`src/rtl/lcd_cmd_seq_if.sv`:
```
// Host/LCD-controller signal bundle for lcd_cmd_seq.
// tmo_err is present only when LCD_CMD_SEQ_TMO_EN is defined.
interface lcd_cmd_seq_if;
    logic [2:0] host_cmd;
    logic       host_wr;
    logic       host_full;
    logic       overflow;
    logic [2:0] cmd;
    logic       cmd_valid;
    logic       busy;
    logic       done;
    logic       seq_done;
    logic [7:0] issued_cnt;
`ifdef LCD_CMD_SEQ_TMO_EN
    logic       tmo_err;
`endif

    // Sequencer side
    modport slave (
        input  host_cmd, host_wr, busy, done,
        output host_full, overflow, cmd, cmd_valid, seq_done, issued_cnt
`ifdef LCD_CMD_SEQ_TMO_EN
        , output tmo_err
`endif
    );

    // Host plus LCD-controller side
    modport master (
        output host_cmd, host_wr, busy, done,
        input  host_full, overflow, cmd, cmd_valid, seq_done, issued_cnt
`ifdef LCD_CMD_SEQ_TMO_EN
        , input tmo_err
`endif
    );
endinterface

```
`src/rtl/lcd_cmd_seq.sv`:
```
// Command FIFO plus issue sequencer feeding an LCD controller; a write-out (opcode 0) ends the run.
// Optional busy-acknowledge timeout is compiled in with LCD_CMD_SEQ_TMO_EN.
module lcd_cmd_seq #(
    parameter int DEPTH   = 8,
    parameter int TMO_CYC = 16
) (
    input  logic         clk,
    input  logic         reset,
    lcd_cmd_seq_if.slave bus
);
    localparam int AW = $clog2(DEPTH);
    localparam int CW = AW + 1;

    generate
        if (DEPTH < 2 || DEPTH > 16 || (DEPTH & (DEPTH - 1)) != 0) begin : g_bad_depth
            $error("lcd_cmd_seq: DEPTH must be a power of two from 2 to 16");
        end
        if (TMO_CYC < 1) begin : g_bad_tmo
            $error("lcd_cmd_seq: TMO_CYC must be at least 1");
        end
    endgenerate

    typedef enum logic [2:0] {
        IDLE      = 3'd0,
        ISSUE     = 3'd1,
        WAIT_ACK  = 3'd2,
        WAIT_RDY  = 3'd3,
        WAIT_DONE = 3'd4,
        HALT      = 3'd5
    } state_t;

    state_t        r_state;
    logic [2:0]    r_mem [DEPTH];
    logic [AW-1:0] r_rd_ptr;
    logic [AW-1:0] r_wr_ptr;
    logic [CW-1:0] r_count;
    logic [2:0]    r_cmd;
    logic          r_cmd_valid;
    logic          r_overflow;
    logic          r_seq_done;
    logic [7:0]    r_issued;

    logic w_full;
    logic w_push;
    logic w_pop;
    logic w_ovf;

    assign w_full = (r_count == CW'(DEPTH));
    assign w_push = bus.host_wr && !w_full && (r_state != HALT);
    assign w_ovf  = bus.host_wr &&  w_full && (r_state != HALT);
    assign w_pop  = (r_state == IDLE) && !bus.busy && (r_count != '0);

    // Storage is left unreset so it maps onto distributed/block RAM.
    always_ff @(posedge clk) begin
        if (w_push) begin
            r_mem[r_wr_ptr] <= bus.host_cmd;
        end
    end

`ifdef LCD_CMD_SEQ_TMO_EN
    localparam int TW = (TMO_CYC > 1) ? $clog2(TMO_CYC) : 1;
    logic [TW-1:0] r_tmo_cnt;
    logic          r_tmo_err;
    assign bus.tmo_err = r_tmo_err;
`endif

    always_ff @(posedge clk or posedge reset) begin
        if (reset) begin
            r_state     <= IDLE;
            r_rd_ptr    <= '0;
            r_wr_ptr    <= '0;
            r_count     <= '0;
            r_cmd       <= '0;
            r_cmd_valid <= 1'b0;
            r_overflow  <= 1'b0;
            r_seq_done  <= 1'b0;
            r_issued    <= '0;
`ifdef LCD_CMD_SEQ_TMO_EN
            r_tmo_cnt   <= '0;
            r_tmo_err   <= 1'b0;
`endif
        end else begin
            r_cmd_valid <= 1'b0;
            if (w_push) r_wr_ptr <= r_wr_ptr + AW'(1);
            if (w_pop)  r_rd_ptr <= r_rd_ptr + AW'(1);
            case ({w_push, w_pop})
                2'b10:   r_count <= r_count + CW'(1);
                2'b01:   r_count <= r_count - CW'(1);
                default: r_count <= r_count;
            endcase
            if (w_ovf) r_overflow <= 1'b1;

            case (r_state)
                IDLE: begin
                    if (w_pop) begin
                        r_cmd       <= r_mem[r_rd_ptr];
                        r_cmd_valid <= 1'b1;
                        r_state     <= ISSUE;
                    end
                end
                ISSUE: begin
                    if (r_issued != 8'hFF) r_issued <= r_issued + 8'd1;
                    r_state <= (r_cmd == 3'd0) ? WAIT_DONE : WAIT_ACK;
                end
                WAIT_ACK: begin
`ifdef LCD_CMD_SEQ_TMO_EN
                    // Controller never acknowledged: flag it and move on to the next entry.
                    if (bus.busy) begin
                        r_tmo_cnt <= '0;
                        r_state   <= WAIT_RDY;
                    end else if (r_tmo_cnt == TW'(TMO_CYC - 1)) begin
                        r_tmo_cnt <= '0;
                        r_tmo_err <= 1'b1;
                        r_state   <= IDLE;
                    end else begin
                        r_tmo_cnt <= r_tmo_cnt + TW'(1);
                    end
`else
                    if (bus.busy) r_state <= WAIT_RDY;
`endif
                end
                WAIT_RDY: begin
                    if (!bus.busy) r_state <= IDLE;
                end
                WAIT_DONE: begin
                    if (bus.done) begin
                        r_seq_done <= 1'b1;
                        r_state    <= HALT;
                    end
                end
                HALT: begin
                    r_state <= HALT;
                end
                default: r_state <= IDLE;
            endcase
        end
    end

    assign bus.host_full  = w_full;
    assign bus.overflow   = r_overflow;
    assign bus.cmd        = r_cmd;
    assign bus.cmd_valid  = r_cmd_valid;
    assign bus.seq_done   = r_seq_done;
    assign bus.issued_cnt = r_issued;
endmodule

```
`src/flat_wrapper.sv`:
```
// flat-port wrapper written by rule: the top's interface ports become plain ports
module lcd_cmd_seq_flat 
#(
    parameter int DEPTH   = 8,
    parameter int TMO_CYC = 16
)
  (clk, reset, bus_host_cmd, bus_host_wr, bus_busy, bus_done, bus_host_full, bus_overflow, bus_cmd, bus_cmd_valid, bus_seq_done, bus_issued_cnt);
  lcd_cmd_seq_if bus_i ();
  input  logic clk;
  input  logic reset;
  input wire logic [$bits(bus_i.host_cmd)-1:0] bus_host_cmd;
  input wire logic [$bits(bus_i.host_wr)-1:0] bus_host_wr;
  input wire logic [$bits(bus_i.busy)-1:0] bus_busy;
  input wire logic [$bits(bus_i.done)-1:0] bus_done;
  output wire logic [$bits(bus_i.host_full)-1:0] bus_host_full;
  output wire logic [$bits(bus_i.overflow)-1:0] bus_overflow;
  output wire logic [$bits(bus_i.cmd)-1:0] bus_cmd;
  output wire logic [$bits(bus_i.cmd_valid)-1:0] bus_cmd_valid;
  output wire logic [$bits(bus_i.seq_done)-1:0] bus_seq_done;
  output wire logic [$bits(bus_i.issued_cnt)-1:0] bus_issued_cnt;
  assign bus_i.host_cmd = bus_host_cmd;
  assign bus_i.host_wr = bus_host_wr;
  assign bus_i.busy = bus_busy;
  assign bus_i.done = bus_done;
  assign bus_host_full = bus_i.host_full;
  assign bus_overflow = bus_i.overflow;
  assign bus_cmd = bus_i.cmd;
  assign bus_cmd_valid = bus_i.cmd_valid;
  assign bus_seq_done = bus_i.seq_done;
  assign bus_issued_cnt = bus_i.issued_cnt;
  lcd_cmd_seq #(.DEPTH(DEPTH), .TMO_CYC(TMO_CYC)) u_core (.clk(clk), .reset(reset), .bus(bus_i));
endmodule
```
`config.mk`:
```
export PLATFORM = sky130hd
export DESIGN_NAME = lcd_cmd_seq_flat
export DESIGN_NICKNAME = d
export VERILOG_FILES = /design/src/rtl/lcd_cmd_seq_if.sv /design/src/rtl/lcd_cmd_seq.sv /design/src/flat_wrapper.sv
export SDC_FILE = /design/constraint.sdc
export NUM_CORES = 1
export LEC_CHECK = 0
export BUFFER_PORTS_ARGS = -buffer_cell sky130_fd_sc_hd__buf_2
export CAP_MARGIN = 10
export CORE_MARGIN = 4
export CORE_UTILIZATION = 40
export CTS_BUF_LIST = sky130_fd_sc_hd__clkbuf_8
export CTS_CLUSTER_DIAMETER = 40
export DETAILED_ROUTE_END_ITERATION = 16
export GPL_TIMING_DRIVEN = 0
export SLEW_MARGIN = 5
export SYNTH_ARGS = -nofsm -noshare
export SYNTH_HDL_FRONTEND = slang
export SYNTH_SLANG_ARGS = --single-unit
```
`constraint.sdc`:
```
create_clock -name clk -period 3.12 [get_ports clk]
set_input_delay 0.936 -clock clk [delete_from_list [all_inputs] [get_ports clk]]
set_output_delay 0.936 -clock clk [all_outputs]
set_load 0.03 [all_outputs]
```
After elaboration in Yosys (flattened, before gate mapping)

Memories as Yosys holds them, arrays and structs flattened. A register that Yosys moved wholly into a read port is not among the register bits.
Index checks and enable logic that the tools add are counted.

Word-level logic and storage cells: 55
Output and inout bits: 15
Memories kept: 1
Input bits: 8
RAM bits: 24
Flip-flop bits (word level): 24

Muxes and demuxes: 11
Reduce and logical (&&, ||, !) cells: 16
Equality and inequality tests: 14
Add/sub/neg operators: 5

Memories:

| name         | depth | width | read ports | clocked after memory_dff | wr ports | line              | RTL |
|---|---|---|---|---|---|---|---|
| u_core.r_mem | 8     | 3     | 1          | 1                        | 1        | lcd_cmd_seq.sv:33 | `logic [2:0] r_mem [DEPTH];` |

Operators with widths:

| cell                  | count |
|---|---|
| $pmux W3 S6           | 1 |
| $mux W3               | 5 |
| $add A8 B1 Y8 const B | 1 |
| $ne A8 B8 Y1 const B  | 1 |
| $pmux W4 S2           | 1 |
| $add A3 B1 Y3 const B | 2 |
| $eq A3 B2 Y1 const B  | 2 |
| $eq A3 B3 Y1 const B  | 2 |
| $logic_and A1 B1 Y1   | 6 |
| $logic_not A3 Y1      | 2 |
| $ne A2 B2 Y1 const B  | 3 |
| $reduce_and A2 Y1     | 3 |
| $add A4 B1 Y4 const B | 1 |
| $eq A4 B4 Y1 const B  | 1 |
| $mux W1               | 4 |
| $reduce_and A4 Y1     | 1 |
| $reduce_bool A4 Y1    | 1 |
| $sub A4 B1 Y4 const B | 1 |
| $eq A3 B1 Y1 const B  | 1 |
| $ne A3 B3 Y1 const B  | 1 |
| $eq A2 B1 Y1 const B  | 1 |
| $eq A2 B2 Y1 const B  | 1 |
| $logic_not A1 Y1      | 2 |
| $ne A2 B1 Y1 const B  | 1 |
| $reduce_bool A2 Y1    | 1 |

Longest topological paths before layout

Gate-level depths: netlist (run 1).

Depth after elaboration: 6
Gate-level depth with buffers: 12
Gate-level depth less buffers: 10

Worst setup path after synthesis (run 1)

OpenSTA, ideal clock, no wires.

Path type: register to register
Start point: reg u_core.r_count[0]
End point: reg u_core.r_count[2]
Cell stages (with the launch flop): 11
Arrival: 2.491 ns
Buffers on the path: 1
Setup slack: 0.502 ns
Clock period less this slack: 2.618 ns
Library setup time: 0.127 ns
Required time: 2.993 ns
Path through: dfrtp_1 -> nor4b_2 -> a211o_1 -> buf_6 -> ha_1 -> xor2_1 -> ha_1 -> a21oi_1 -> xor2_1 -> nor2_1 -> xor2_1

Cells in the longest elaborated chain, start to end: 6
Elaborated cells between the ends (all ways): 12
Classes of those cells: add/sub: 2; eq/ne: 3; mux: 1; reduce/logical: 6

RTL lines:

| element                                           | line               | RTL |
|---|---|---|
| start: declaration                                | lcd_cmd_seq.sv:36  | `logic [CW-1:0] r_count;` |
| start signal: assignment                          | lcd_cmd_seq.sv:87  | `2'b10: r_count <= r_count + CW'(1);` |
| start signal: assignment                          | lcd_cmd_seq.sv:88  | `2'b01: r_count <= r_count - CW'(1);` |
| start signal: assignment                          | lcd_cmd_seq.sv:89  | `default: r_count <= r_count;` |
| $eq A4 B4 Y1 (*)                                  | lcd_cmd_seq.sv:48  | `assign w_full = (r_count == CW'(DEPTH));` |
| via bus_host_full                                 | flat_wrapper.sv:15 | `output wire logic [$bits(bus_i.host_full)-1:0] bus_host_full;` |
| $logic_not A1 Y1 (*)                              | lcd_cmd_seq.sv:49  | `assign w_push = bus.host_wr && !w_full && (r_state != HALT);` |
| $logic_and A1 B1 Y1 (*) (2 in series)             | lcd_cmd_seq.sv:49  |  |
| $eq A2 B1 Y1 or $eq A2 B2 Y1 (tied branches)      | lcd_cmd_seq.sv:86  | `case ({w_push, w_pop})` |
| $pmux W4 S2 or $reduce_bool A2 Y1 (tied branches) | --                 |  |

The timed path passes the listed nets; every way through them passes the cells marked *.
A chain may end at the register's enable or synchronous reset.

Final worst setup path (run 1)

Start point: reg u_core.r_count[0]
End point: reg u_core.r_count[2]

Elaborated cells between the ends (all ways): 12
Classes of those cells: add/sub: 2; eq/ne: 3; mux: 1; reduce/logical: 6

RTL lines:

| element                                           | line              | RTL |
|---|---|---|
| $reduce_bool A4 Y1 (*)                            | lcd_cmd_seq.sv:51 | `assign w_pop = (r_state == IDLE) && !bus.busy && (r_count != '0);` |
| $logic_and A1 B1 Y1 (*)                           | lcd_cmd_seq.sv:51 |  |
| via u_core.w_pop                                  | lcd_cmd_seq.sv:45 | `logic w_pop;` |
| $eq A2 B1 Y1 or $eq A2 B2 Y1 (tied branches)      | lcd_cmd_seq.sv:86 |  |
| $pmux W4 S2 or $reduce_bool A2 Y1 (tied branches) | --                |  |

Marked as above.

==> results.py, run 1 <==
metrics = {
    "power": {
        "p_per_area_nw_per_um2": 945,
        "clkPwrFrac_pct": 15.4,
        "power_leakage_uw": 0.00105,
        "power_frac_comb_pct": 39.5,
        "p_int_uw": 1500,
        "netSwitchingPower_uw": 936,
        "seqPwrFrac_pct": 45.1,
        "worst_ir_drop_vdd_mv": 0.443,
        "swShare_pct": 38.4,
    },
    "synthesis": {
        "post-synth-top-count-cell": "dfrtp_1",
        "ys_seq_area_share_pct": 61.0,
        "synth_cell_types": 38,
        "async_reset_ff_share_pct": 52.9,
        "synth_top_area_share_pct": 31.5,
        "synth-edff-count": 24,
        "ys_seq_elements": 51,
        "yosys-top-cells-count": "dfrtp_1 (27), edfxtp_1 (24), nand2_1 (12), nor2_1 (9), xnor2_1 (9)",
        "syn_avg_cell_area_um2": 13.7,
        "ys_warn_count": 0,
        "yosysTopAreaCell": "edfxtp_1",
        "ys.flop_type": "dfrtp_1",
        "postSynthCellCount": 167,
        "syn_area_um2": 2290,
        "synth_area_leaders": "edfxtp_1 (31%), dfrtp_1 (30%), mux4_2 (5.9%)",
        "synth_nets": 181,
    },
    "setup_path": {
        "r2r_slack_ns": 0.57,
        "crit_type": "flip-flop to flip-flop",
        "r2r-start": "u_core.r_count[0]",
        "path_max_fanout": 10,
        "cp-start-kind": "flip-flop",
        "critical_path_required_ns": 3.30,
        "crit_arrival_ns": 2.73,
        "worstSetupEndpointType": "flip-flop",
        "reg2regPathDepth": 11,
        "cp-startpoint": "u_core.r_count[0]",
        "worstSetupEndpoint": "u_core.r_count[2]",
        "reg2reg_to": "u_core.r_count[2]",
    },
    "placed_design": {
        "hpwl_um": 2770,
        "gp_congestion": 0.734,
        "portBuffers": 22,
        "place_area_um2": 2490,
        "place_ws_ns": 0.360,
    },
    "cts": {
        "insertion_delay_ns": 0.30,
        "ctsHtreeMaxLevel": 2,
        "cts-root-buf": "clkbuf_8",
        "cts_buffer_depth": 2,
        "cts_tree": "built",
        "cts-resized-gates": 0,
        "postCtsSetupBuffers": 0,
        "clk_pin_slew_ns": 0.09,
        "hold_buffers": 0,
        "cts_sinks": 51,
        "numCtsBuffers": 5,
    },
    "timing": {
        "maxSlewHeadroom_pct": 32.2,
        "slew_violations": 0,
        "grt_setup_unrepaired": "no",
        "hold_viol": 0,
        "worst_slack_ns": 0.571,
        "setup-tns-final_ns": 0,
        "fin_crit_ns": 2.55,
        "setup_viol": 0,
        "tightest_slew_ns": 1.02,
        "skew_ns": 0.00760,
        "post-route-period-util_pct": 81.7,
        "fmax_ghz": 0.392,
        "finalHoldWorstSlack_ns": 0.485,
    },
    "die": {
        "fp.coreArea_um2": 5540,
        "fp-row-count": 27,
        "die_x_um": 83.7,
        "pin_count": 23,
        "die_area_um2": 7000,
        "die_h_um": 83.7,
        "initial_core_util_pct": 41.3,
    },
    "layout": {
        "drive_gt1_share_pct": 25.9,
        "antenna_cells": 0,
        "fin_area_um2": 2580,
        "multi_input_area_um2": 837,
        "nets": 210,
        "area_delta_synth_final_pct": 12.6,
        "seqCellArea_um2": 1400,
        "final_util_pct": 46.5,
        "num-fill-cells": 532,
    },
    "routing": {
        "dr.pass1.iters": 4,
        "via_per_inst": 5.08,
        "remaining_drc_errors": 0,
        "wire_per_inst_um": 14.1,
        "drt_iter0_drc": 43,
        "wl_um": 3780,
        "postRouteAntennaNets": 0,
        "vias": 1366,
    },
    "grt": {
        "grt_first_pass_wirelength_um": 6620,
        "antenna_found_initial": 0,
        "grt_max_degree": 28,
        "grt_pass1_vias": 1378,
        "grtUsageTotal_pct": 11.8,
        "grt_overflow": 0,
    },
    "hold_path": {
        "hold_path.class": "flip-flop to flip-flop",
    },
    "outcome": {
        "status": "finished clean",
    },
    "flow_run": {
        "cap_violations": 0,
    },
}
layer usage:
layer	GRT usage (%)	routed length (um)
met5	0	0
met1	15.6	1740
met4	3.51	52
met3	3.55	178
met2	18.7	1820
worst min-delay path by stage:
stage	start	end	depth (start not counted)
after CTS	u_core.bus.overflow	u_core.bus.overflow	1
final	u_core.bus.overflow	u_core.bus.overflow	1
after global routing	u_core.bus.overflow	u_core.bus.overflow	1
after detailed placement	u_core.bus.overflow	u_core.bus.overflow	1
after floorplan	u_core.r_count[3]	u_core.r_count[3]	1
after global placement	u_core.bus.seq_done	u_core.bus.seq_done	1
logic make-up after synthesis:
group / synth area share, %
xor+xnor: 5.36
mux: 9.95
fa+ha+maj: 3.28
compound gates: 3.99
flops: 61.0
simple gates: 14.0
buf+inv: 2.46
final cells by class:
type | count | share of cell area [%]
well taps | 72 | 3.49
repair buffers | 22 | 4.27
inverters | 6 | 0.873
multi-input cells | 104 | 32.5
flip-flops and latches | 51 | 54.1
clock inverters | 3 | 0.776
clock buffers | 5 | 2.67
plain buffers | 6 | 1.31
worst max-delay path, stage by stage (launching register included):
cell,delay (ns)
dfrtp_1,0.46
nor4_1,0.40
nand2b_1,0.15
buf_2,0.20
inv_1,0.09
ha_1,0.26
xor2_1,0.16
ha_1,0.20
a21oi_1,0.14
xor2_1,0.16
nor2_1,0.06
xor2_1,0.14
per-stage QoR:
stage	power [uW]	std cells
global route	2610	269
detailed placement	2090	261
global placement	2050	261
floorplan	1840	167
finish	2440	269
CTS	2470	269
cell usage in the layout, fill, tap and decap left out, drive strengths merged, types with 6 or more instances in the layout:
cell type	n
nor3	6
clkbuf	7
xnor2	9
inv	6
buf	26
ha	6
nor2	9
dfrtp	27
nand2	12
mux4	6
nand3	6
edfxtp	24
flip-flops by register name (all words and copies together) (netlist names):
name                   cells
u_core.r_mem              24
u_core.bus.cmd             3
u_core.r_count             4
u_core.bus.cmd_valid       1
u_core.bus.issued_cnt      8
u_core.r_rd_ptr            3
u_core.bus.overflow        1
u_core.r_state             3
u_core.bus.seq_done        1
u_core.r_wr_ptr            3
power by group through the flow:
stage | clock (uW) | combinational (uW) | sequential, uW
after floorplan | 0 | 638 | 1210
after global placement | 0 | 948 | 1100
after detailed placement | 0 | 977 | 1120
after CTS | 389 | 983 | 1100
after global routing | 421 | 1060 | 1130
final | 374 | 962 | 1100
Power figures use the tool's default switching activity.
==> run 2: changes to the inputs <==
ABC_AREA = 1   (was not set)
clock period = 2.1 ns   (was 3.12 ns; I/O delays follow)
==> run 2 against run 1 <==
  * Cell area up 9.7%
  * Sequential power about the same
  * Cell count is 36% higher
  * Largest power group unchanged
  * Setup slack worse by 0.44 ns
  * Via count rose by 26%
  * Register-to-register slack worse by 0.44 ns
  * Power down 17%
  * Sequential share of layout area is 4.7 points lower
  * Critical endpoint unchanged
==> results.py, run 2 <==
metrics = {
    "outcome": {
        "status": "finished clean",
    },
    "setup_path": {
        "crit_chain": "nor2_1, nand2_2, nand3_4, inv_2, ha_4, nand2_1, inv_1, nor2_1, ha_1, a21oi_1, or2_2, a31oi_1",
        "max_stage_delay_ns": 0.45,
        "cpMostUsedCell": "nor2_1",
        "critical_path_required_ns": 2.32,
        "crit_arrival_ns": 2.20,
        "worstSetupEndpointType": "flip-flop",
        "crit_slowest_cell": "dfrtp_2",
        "cp_num_buf_inv": 2,
        "crit_type": "flip-flop to flip-flop",
        "path_max_fanout": 5,
        "cp-start-kind": "flip-flop",
        "cp_top_family": "simple AND/OR/NAND/NOR gates",
    },
    "layout": {
        "final_util_pct": 50.1,
        "antenna_cells": 0,
        "layout_commonest_cell": "nand2_1",
        "seqCellArea_um2": 1400,
        "num-fill-cells": 508,
        "final_cell_mix": "nand2_1 (54), nor2_1 (39), dfrtp_1 (24), edfxtp_1 (24)",
        "largest_register_ffs": 24,
        "regMostFlops": "u_core.r_mem",
        "multi_input_area_um2": 915,
        "drive_gt1_share_pct": 22.2,
        "area_delta_synth_final_pct": 18.7,
        "final-instance-count-excl-fill": 365,
        "nets": 306,
    },
    "die": {
        "die_x_um": 85.2,
        "pin_count": 23,
        "die_area_um2": 7250,
        "fp.coreArea_um2": 5640,
        "die_h_um": 85.2,
        "fp-row-count": 27,
        "initial_core_util_pct": 42.2,
    },
    "synthesis": {
        "yosys-top-cells-count": "nand2_1 (55), nor2_1 (41), dfrtp_1 (27), edfxtp_1 (24), inv_1 (24)",
        "synth_top_area_share_pct": 30.3,
        "syn_avg_cell_area_um2": 9.38,
        "ys_seq_elements": 51,
        "ys.flop_type": "dfrtp_1",
        "synth_nets": 268,
        "synth-edff-count": 24,
        "synth_cell_types": 26,
        "ys_warn_count": 0,
        "postSynthCellCount": 254,
        "synth_area_leaders": "edfxtp_1 (30%), dfrtp_1 (28%), nand2_1 (8.7%)",
        "async_reset_ff_share_pct": 52.9,
        "post-synth-top-count-cell": "nand2_1",
        "ys_seq_area_share_pct": 58.6,
        "syn_area_um2": 2380,
        "yosysTopAreaCell": "edfxtp_1",
    },
    "grt": {
        "grt_first_pass_wirelength_um": 7690,
        "grt_overflow": 0,
        "grtUsageTotal_pct": 13.4,
        "grt_pass1_vias": 1685,
        "antenna_found_initial": 0,
        "use_met2_pct": 20.8,
        "grt.met3_usage_pct": 2.33,
        "met1_usage_pct": 18.3,
        "globalRoute.busiestLayer": "met2",
        "grt_max_degree": 28,
    },
    "timing": {
        "maxSlewHeadroom_pct": 29.1,
        "post-route-period-util_pct": 94.0,
        "hold_viol": 0,
        "fin_crit_ns": 1.97,
        "skew_ns": 0.00741,
        "slew_violations": 0,
        "finalHoldWorstSlack_ns": 0.470,
        "setup_viol": 0,
        "fmax_ghz": 0.507,
        "tightest_slew_ns": 1.06,
    },
    "routing": {
        "wire_per_inst_um": 12.2,
        "dr.pass1.iters": 4,
        "drt_iter0_drc": 81,
        "via_per_inst": 4.71,
        "postRouteAntennaNets": 0,
        "vias": 1718,
        "remaining_drc_errors": 0,
        "wl_um": 4460,
    },
    "power": {
        "power_leakage_uw": 0.00134,
        "p_per_area_nw_per_um2": 715,
        "worst_ir_drop_vdd_mv": 0.312,
    },
    "placed_design": {
        "dp.cells": 348,
        "portBuffers": 22,
        "gp_congestion": 0.763,
        "hpwl_um": 3150,
    },
    "cts": {
        "ctsHtreeMaxLevel": 2,
        "numCtsBuffers": 5,
        "insertion_delay_ns": 0.30,
        "cts_buffer_depth": 2,
        "clk_pin_slew_ns": 0.09,
        "hold_buffers": 0,
        "cts_sinks": 51,
        "cts_tree": "built",
        "cts-root-buf": "clkbuf_8",
    },
    "flow_run": {
        "cap_violations": 0,
    },
    "hold_path": {
        "hold_path.class": "flip-flop to flip-flop",
    },
}
## run 2: cell count changes in the layout (fill, tap and decap cells not counted), moves of 9 or more
cell,delta
o21ai_0,+16
nand2_1,+42
buf_4,+9
inv_1,+17
nor2_1,+30
nand3_1,+14
## run 2: report_power, final
group / internal (uW) / total (uW) / switching, uW
Combinational: 56.4 / 141 / 84.6
Sequential: 1070 / 1090 / 25.4
Clock: 471 / 788 / 317
Total: 1600 / 2020 / 427
## run 2: worst paths after layout
path                            cells past startpoint  slack [ns]                 from                       end
worst max register to register                     12        0.13    u_core.r_count[2]         u_core.r_count[2]
worst min register to register                      1        0.47  u_core.bus.seq_done       u_core.bus.seq_done
min in group asynchronous                           2        0.57                reset  u_core.bus.issued_cnt[0]
max in group asynchronous                           2        0.82                reset         u_core.r_state[0]
worst min-delay path                                1        0.47  u_core.bus.seq_done       u_core.bus.seq_done
worst max-delay path                               12        0.13    u_core.r_count[2]         u_core.r_count[2]
## run 2: final cells by class
cell class                 count  area share [%]
multi-input combinational    173            32.3
inverter                      28            3.72
sequential                    51            49.5
clock buffer                   5            2.43
timing repair buffer          31            6.28
clock inverter                 3            2.26
buffer                         2           0.310
tap                           72            3.18
## run 2: cells by family after synthesis
| group | share of synthesized area, % |
|---|---|
| compound gates | 5.57 |
| buf+inv | 4.78 |
| simple gates | 24.2 |
| fa+ha+maj | 3.15 |
| xor+xnor | 3.68 |
| flops | 58.6 |
## run 2: layer usage
layer  wire [um]  up-vias
met5           0        -
met4          89        0
met3         113        8
met2        2130       16
met1        2140      790
li1            -      904
## run 2: worst register-to-register path, cell delays in order, from the launching register on
cell and delay (ns):
dfrtp_2 0.45, nor2_1 0.13, nand2_2 0.09, nand3_4 0.07, inv_2 0.06, ha_4 0.16, nand2_1 0.06, inv_1 0.04
nor2_1 0.16, ha_1 0.17, a21oi_1 0.05, or2_2 0.29, a31oi_1 0.16
## run 2: through the flow
step	total power [uW]	setup slack, ns	setup TNS (ns)	instance area (um^2)
6_report	2020	0.126	0	2830
5_1_grt	2110	-0.0555	-0.0555	2830
3_5_place_dp	1220	-0.202	-0.202	2580
4_1_cts	2020	0.00177	0	2750
3_3_place_gp	1220	-0.153	-0.153	2580
2_1_floorplan	1190	0.116	0	2380
## run 2: timing repair
| item | 4_1_cts | 5_1_grt |
|---|---|---|
| setup endpoints to repair | 1 | 1 |
| pin swaps | 1 | 5 |
| buffers inserted | 3 | 6 |
| resized for setup | 2 | 12 |
